==> src/rtl/knn_seq_ctrl.sv <==
// Streaming k-nearest-neighbour selector: keeps the K database entries closest
// to a query in Hamming distance, as a sorted slot array (slot 0 nearest).
module knn_seq_ctrl #(
  parameter int W = 8,
  parameter int K = 2,
  parameter int N = 4
) (
  input  logic                       clk,
  input  logic                       rst_n,
  input  logic                       start,
  input  logic [W-1:0]               query,
  input  logic                       in_valid,
  input  logic [W-1:0]               in_data,
  output logic                       in_ready,
  output logic                       busy,
  output logic                       done,
  output logic [W*K-1:0]             result_val,
  output logic [$clog2(W+1)*K-1:0]   result_dist
);

  localparam int LOGW = $clog2(W + 1);
  localparam int CW   = $clog2(N + 1);

  localparam logic [1:0] S_IDLE = 2'd0;
  localparam logic [1:0] S_RUN  = 2'd1;
  localparam logic [1:0] S_DONE = 2'd2;

  logic [1:0]      state_q, state_d;
  logic [W-1:0]    query_q, query_d;
  logic [CW-1:0]   cnt_q, cnt_d;
  logic [W-1:0]    val_q  [K];
  logic [W-1:0]    val_d  [K];
  logic [LOGW-1:0] dist_q [K];
  logic [LOGW-1:0] dist_d [K];
  logic [LOGW-1:0] new_dist;
  logic [K-1:0]    gt;

  function automatic logic [LOGW-1:0] popcount(input logic [W-1:0] x);
    logic [LOGW-1:0] c;
    c = '0;
    for (int i = 0; i < W; i++) c = c + LOGW'(x[i]);
    return c;
  endfunction

  // Slots are kept sorted, so gt is a thermometer code: every slot from the
  // insertion point upward is strictly farther than the new beat.
  always_comb begin
    new_dist = popcount(query_q ^ in_data);
    for (int i = 0; i < K; i++) gt[i] = (dist_q[i] > new_dist);
  end

  // Next-state logic: load on start, ordered insertion per beat, done pulse.
  always_comb begin
    state_d = state_q;
    query_d = query_q;
    cnt_d   = cnt_q;
    for (int i = 0; i < K; i++) begin
      val_d[i]  = val_q[i];
      dist_d[i] = dist_q[i];
    end
    case (state_q)
      S_IDLE: begin
        if (start) begin
          query_d = query;
          cnt_d   = '0;
          state_d = S_RUN;
          for (int i = 0; i < K; i++) begin
            val_d[i]  = '0;
            dist_d[i] = '1;
          end
        end else begin
          state_d = S_IDLE;
        end
      end
      S_RUN: begin
        if (in_valid) begin
          val_d[0]  = gt[0] ? in_data  : val_q[0];
          dist_d[0] = gt[0] ? new_dist : dist_q[0];
          for (int i = 1; i < K; i++) begin
            val_d[i]  = gt[i-1] ? val_q[i-1]  : (gt[i] ? in_data  : val_q[i]);
            dist_d[i] = gt[i-1] ? dist_q[i-1] : (gt[i] ? new_dist : dist_q[i]);
          end
          cnt_d = cnt_q + CW'(1);
          if (cnt_q == CW'(N - 1)) begin
            state_d = S_DONE;
          end else begin
            state_d = S_RUN;
          end
        end else begin
          state_d = S_RUN;
        end
      end
      S_DONE:  state_d = S_IDLE;
      default: state_d = S_IDLE;
    endcase
  end

  // State and slot registers with asynchronous reset to the empty result.
  always_ff @(posedge clk or negedge rst_n) begin
    if (!rst_n) begin
      state_q <= S_IDLE;
      query_q <= '0;
      cnt_q   <= '0;
      for (int i = 0; i < K; i++) begin
        val_q[i]  <= '0;
        dist_q[i] <= '1;
      end
    end else begin
      state_q <= state_d;
      query_q <= query_d;
      cnt_q   <= cnt_d;
      for (int i = 0; i < K; i++) begin
        val_q[i]  <= val_d[i];
        dist_q[i] <= dist_d[i];
      end
    end
  end

  // Busy also covers the load cycle, which is IDLE with start asserted.
  assign in_ready = (state_q == S_RUN);
  assign done     = (state_q == S_DONE);
  assign busy     = (state_q != S_IDLE) || (start && rst_n);

  always_comb begin
    for (int i = 0; i < K; i++) begin
      result_val[W*i +: W]        = val_q[i];
      result_dist[LOGW*i +: LOGW] = dist_q[i];
    end
  end

endmodule

==> config.mk <==
export PLATFORM = sky130hd
export DESIGN_NAME = knn_seq_ctrl
export DESIGN_NICKNAME = d
export VERILOG_FILES = /design/src/rtl/knn_seq_ctrl.sv
export SDC_FILE = /design/constraint.sdc
export NUM_CORES = 1
export LEC_CHECK = 0
export BUFFER_PORTS_ARGS = -buffer_cell sky130_fd_sc_hd__buf_2
export CAP_MARGIN = 0
export CORE_ASPECT_RATIO = 0.5
export CORE_MARGIN = 3
export CORE_UTILIZATION = 58
export CTS_CLUSTER_DIAMETER = 80
export DETAILED_ROUTE_END_ITERATION = 10
export PLACE_DENSITY = 0.84
export SYNTH_ARGS = -nofsm -noshare
export SYNTH_HDL_FRONTEND = slang
export SYNTH_SLANG_ARGS = --single-unit
==> constraint.sdc <==
create_clock -name clk -period 12.3 [get_ports clk]
set_input_delay 2.46 -clock clk [delete_from_list [all_inputs] [get_ports clk]]
set_output_delay 2.46 -clock clk [all_outputs]
set_load 0.005 [all_outputs]
# After elaboration in Yosys (flattened, before gate mapping)

Index checks and enable logic that the tools add are counted.

Bitwise operators: 1
Reduce and logical (&&, ||, !) cells: 9
Multiplexer cells: 19
$lt $le $gt $ge: 2
Eq/ne operators: 7
$add $sub $neg: 8

Operators by type and width:

| cell                | count |
|---|---|
| $mux 8              | 5 |
| $mux 16             | 2 |
| $pmux 16 s2         | 1 |
| $add 4x1->4         | 4 |
| $pmux 8 s2          | 1 |
| $mux 4              | 3 |
| $gt 4x4->1          | 2 |
| $reduce_and 4->1    | 2 |
| $xor 8x8->8         | 1 |
| $mux 3              | 2 |
| $pmux 3 s2          | 1 |
| $add 3x1->4         | 1 |
| $mux 2              | 2 |
| $ne 2x2->1 const B  | 2 |
| $pmux 2 s2          | 1 |
| $reduce_bool 2->1   | 2 |
| $add 2x1->3         | 1 |
| $add 3x1->3 const B | 1 |
| $eq 3x2->1 const B  | 1 |
| $ne 3x1->1 const B  | 1 |
| $reduce_and 3->1    | 1 |
| $add 1x1->2         | 1 |
| $eq 2x1->1 const B  | 1 |
| $eq 2x2->1 const B  | 1 |
| 6 further kinds     | 6 |

Logic and storage cells: 53
Output and inout bits: 27
Bits in registers: 37
Input bits: 20

# Logic depth before layout (Yosys ltp)

Word-level depth: 13
Mapped depth: 17
Mapped depth without buffers: 16

# Worst setup path after synthesis

Ideal clock, no wire load.

Path kind: input to register
Start point: input in_data[0]
End point: register val_q (netlist bit result_val[10])
Buffers on the path: 1
Data required time: 12.157 ns
Library setup time: 0.143 ns
Stages on the path: 16
Data arrival time: 6.381 ns
Path slack: 5.776 ns
Path through: xnor2_1 fa_1 inv_1 fa_1 inv_1 fa_1 inv_1 ha_1 inv_1 fa_1 ha_1 a211oi_1 o211ai_1 nand3_1 clkbuf_1 a22oi_1

Word-level cells in the longest chain between the ends: 12
Elaborated cells on any way between the ends: 15
Those cells by class: add/sub (7); order compare (2); eq/ne (1); mux (3); bitwise (1); reduce/logical (1)

RTL lines:

| item                          | line | RTL |
|---|---|---|
| start, declared               | 13   | `input logic [W-1:0] in_data,` |
| $xor 8x8->8 (*)               | 48   | `new_dist = popcount(query_q ^ in_data);` |
| $add 1x1->2 (*)               | 41   | `for (int i = 0; i < W; i++) c = c + LOGW'(x[i]);` |
| $add 2x1->3 (*)               | 41   |  |
| $add 3x1->4 (*)               | 41   |  |
| $add 4x1->4 (*) (4 in series) | 41   |  |
| $gt 4x4->1                    | 49   | `for (int i = 0; i < K; i++) gt[i] = (dist_q[i] > new_dist);` |
| $mux 8                        | 80   | `val_d[i] = gt[i-1] ? val_q[i-1] : (gt[i] ? in_data : val_q[i]);` |
| $mux 16                       | 76   | `if (in_valid) begin` |
| $pmux 16 s2                   | 61   | `case (state_q)` |
| end signal, assigned by index | 113  | `val_q[i] <= val_d[i];` |
| end, declared                 | 31   | `logic [W-1:0] val_q [K];` |

Every way passes the cells marked *; elsewhere a longest branch is shown, timed or not. The select of a mux whose other input is x is not followed.
A chain may end at the register's enable or synchronous reset.

# Worst setup path in the final report

Start point: input in_data[0]
End point: register val_q (netlist bit result_val[8])

Word-level cells in the longest chain between the ends: 12
Elaborated cells on any way between the ends: 16
Those cells by class: add/sub (7); order compare (2); eq/ne (1); mux (4); bitwise (1); reduce/logical (1)

RTL lines:

| item                      | line |
|---|---|
| $xor 8x8->8               | 48 |
| $add 1x1->2               | 41 |
| $add 2x1->3               | 41 |
| $add 3x1->4               | 41 |
| $add 4x1->4 (4 in series) | 41 |
| $gt 4x4->1                | 49 |
| $mux 8                    | 80 |
| $mux 16                   | 76 |
| $pmux 16 s2               | 61 |

Several ways; a longest one is shown, not always the timed one. The select of a mux whose other input is x is not followed.

==> impl_results.md <==
* Nets@finish at 283
* Final setup margin at 5.363 ns
* CTS Sinks at 37
* Total global-route track usage at 0.2552
* Hold path start: cnt_q[0]
* R2R cell count at 15
* Hold slack final at 0.5055 ns
* Crit path max fanout at 24
* Register area share after synthesis at 0.4321
* Main synth FF type: dfrtp_1
* Pre-Repair DR Iteration Count at 5
* Post-Syn Area per Cell at 10.57 µm²
* Core area at 0.003276 mm²
* Seq cells post-synth at 37
* Filler cells at 231
* DP Area at 0.002416 mm²
* Overflow after GRT at 0
* IO Pins at 47
* CTS Buf Count at 5
* Starting DRT DRC Count at 281
* GP Congestion at 0.9283
* Worst slack, placed at 5.085 ns
* Post-CTS Setup Bufs at 0
* Cts repair resizes at 0
* Critical path arrival at 7.06 ns
* Cts hold-fix bufs at 0
* DIE WIDTH at 92.42 µm
* HPWL after DPL at 3.938 mm
* Setup CP Type: in2reg
* Ys Warns at 0
* DRC violations left at 0
* Seq. cell area at 935.9 µm²
* Root Driver: clkbuf_8
* Clk_lat worst skew at 0.29 ns
* Layout cells sized above 1 at 0.2691
* Netlist Area Pre-Place at 0.002166 mm²
* CP required at 12.42 ns
* First-pass GRT wire length at 9.025 mm
* Post-synth cell types at 42
* Vias at 1894
* Post-synth EDFFs at 0
* H-tree depth at 2
* Top cells by count, synth: 29 x dfrtp_1, 17 x nor2_1, 16 x inv_1
* Vias in the first global route at 1731
* Synth area leader: dfrtp_1
* Die height at 49.21 µm
* Port Buf Inserts at 46
* Mapped Nets at 240
* Final setup fails at 0
* Tmin final at 6.937 ns
* R2R Setup Slk at 7.28 ns
* Fmax at 144.2 MHz
* N_diodes at 0
* Starting Density at 0.6612
* Skew final at 0.008751 ns
* Routed wire length at 5.494 mm
* Async set or reset register ratio after synthesis at 1.000
* Reg2reg start: query_q[0]
* Initial antenna violation count at 0
* CTS clk-pin slew, worst paths at 0.08 ns
* Status: completed
* CTS tree: done
* Critical Path End Type: flop
* Area growth syn-to-layout at 16.23%
* Max-cap violations at 0
* Placement Rows at 14
* Tightest Pin Transition at 0.9220 ns
* Fin crit share at 0.5640
* Count leader, synth: dfrtp_1
* Hold Path Class: reg2reg
* Final Cell Area at 0.002517 mm²
* Fin. Hold Viols at 0
* Drt wl/cell at 18.50 µm
* RSZ-0062 raised after global routing: false
* Post-DRT Antenna Nets at 0
* Final max-slew violation count at 0
* Crit path launch type: input port
* Drt via density at 6.377
* Relative slew slack at 0.3836
* Largest net degree at the start of global routing at 39
* Die area at 0.004548 mm²
* Setup TNS at 0 ns
* Top post-synthesis cells by area: dfrtp_1 34%, dfstp_2 9.7%, ha_1 6.4%
* Synthesized instance count at 205
* CTS Buffer Depth at 2
* Min-Delay Path Depth at 1
* R2r endpoint: result_val[8]
* Top cell type's share of synthesized area at 0.3351
* Area occupied by multi-input gates at 0.001119 mm²
* WHS Endpoint: cnt_q[0]
==> flip-flops by register name, summed over array words and instances (netlist names) <==
| name | flops |
|---|---|
| state_q | 2 |
| result_val | 16 |
| query_q | 8 |
| result_dist | 8 |
| cnt_q | 3 |
==> placed cells by master (no fill, tap or decap), drive strengths merged, types with 2 or more instances in the layout <==
cell type and instances:
nand2b 2, a22o 8, nor2 18, o21ai 5, buf 47, xor2 4
o221ai 12, clkinv 2, ha 11, mux2 8, a211oi 3, nor3 2
inv 16, a21o 3, a32o 4, dfstp 8, a31oi 11, xnor2 7
clkbuf 7, nand3 3, a21oi 4, dfrtp 29, a22oi 12, nand2 7
fa 4
==> metal layers <==
| metal | global-route usage | vias to the layer above | routed length (µm) |
|---|---|---|---|
| met1 | 0.3723 | 923 | 2428 |
| met5 | 0 | - | 0 |
| li1 | - | 857 | - |
| met4 | 0.05665 | 0 | 59 |
| met2 | 0.3745 | 103 | 2431 |
| met3 | 0.07550 | 11 | 574 |
==> cells by family after synthesis <==
group | synth area share
AO/OA/AOI/OAI | 0.2467
AND/OR/NAND/NOR | 0.07510
XOR/XNOR | 0.04795
adder cells (fa/ha/maj) | 0.1005
buffers and inverters | 0.05141
flip-flops | 0.4321
multiplexers | 0.04622
==> worst max-delay path by stage <==
stage | to | from
floorplan | result_val[10] | in_data[0]
global placement | result_val[11] | in_data[0]
detailed placement | result_val[15] | in_data[0]
CTS | result_val[14] | in_data[0]
global route | result_val[12] | in_data[0]
finish | result_val[8] | in_data[0]
==> cell type report <==
type,instances,share of cell area
clock buffers,7,0.03827
clock inverters,1,0.001988
inverters,17,0.02535
multi-input cells,140,0.4443
flip-flops and latches,37,0.3718
well taps,48,0.02386
repair buffers,47,0.09443
==> stage by stage <==
| stage | cells | utilization |
|---|---|---|
| after floorplan | 205 | - |
| after global placement | 289 | 0.7376 |
| after detailed placement | 289 | 0.7376 |
| after CTS | 297 | 0.7685 |
| after global routing | 297 | 0.7685 |
| final | 297 | 0.7685 |
==> worst max-delay path, stage by stage <==
cell	delay, ns
buf_2	0.13
xnor2_1	0.15
fa_1	0.55
inv_1	0.06
fa_1	0.52
inv_1	0.05
fa_1	0.52
inv_1	0.05
ha_1	0.20
inv_1	0.08
fa_1	0.47
ha_1	0.33
a211oi_1	0.39
o211ai_1	0.16
nand3_1	0.72
a22oi_1	0.21
Power is not shown: default switching activity piles up to over one toggle a cycle in this logic, so the estimate is an artifact.
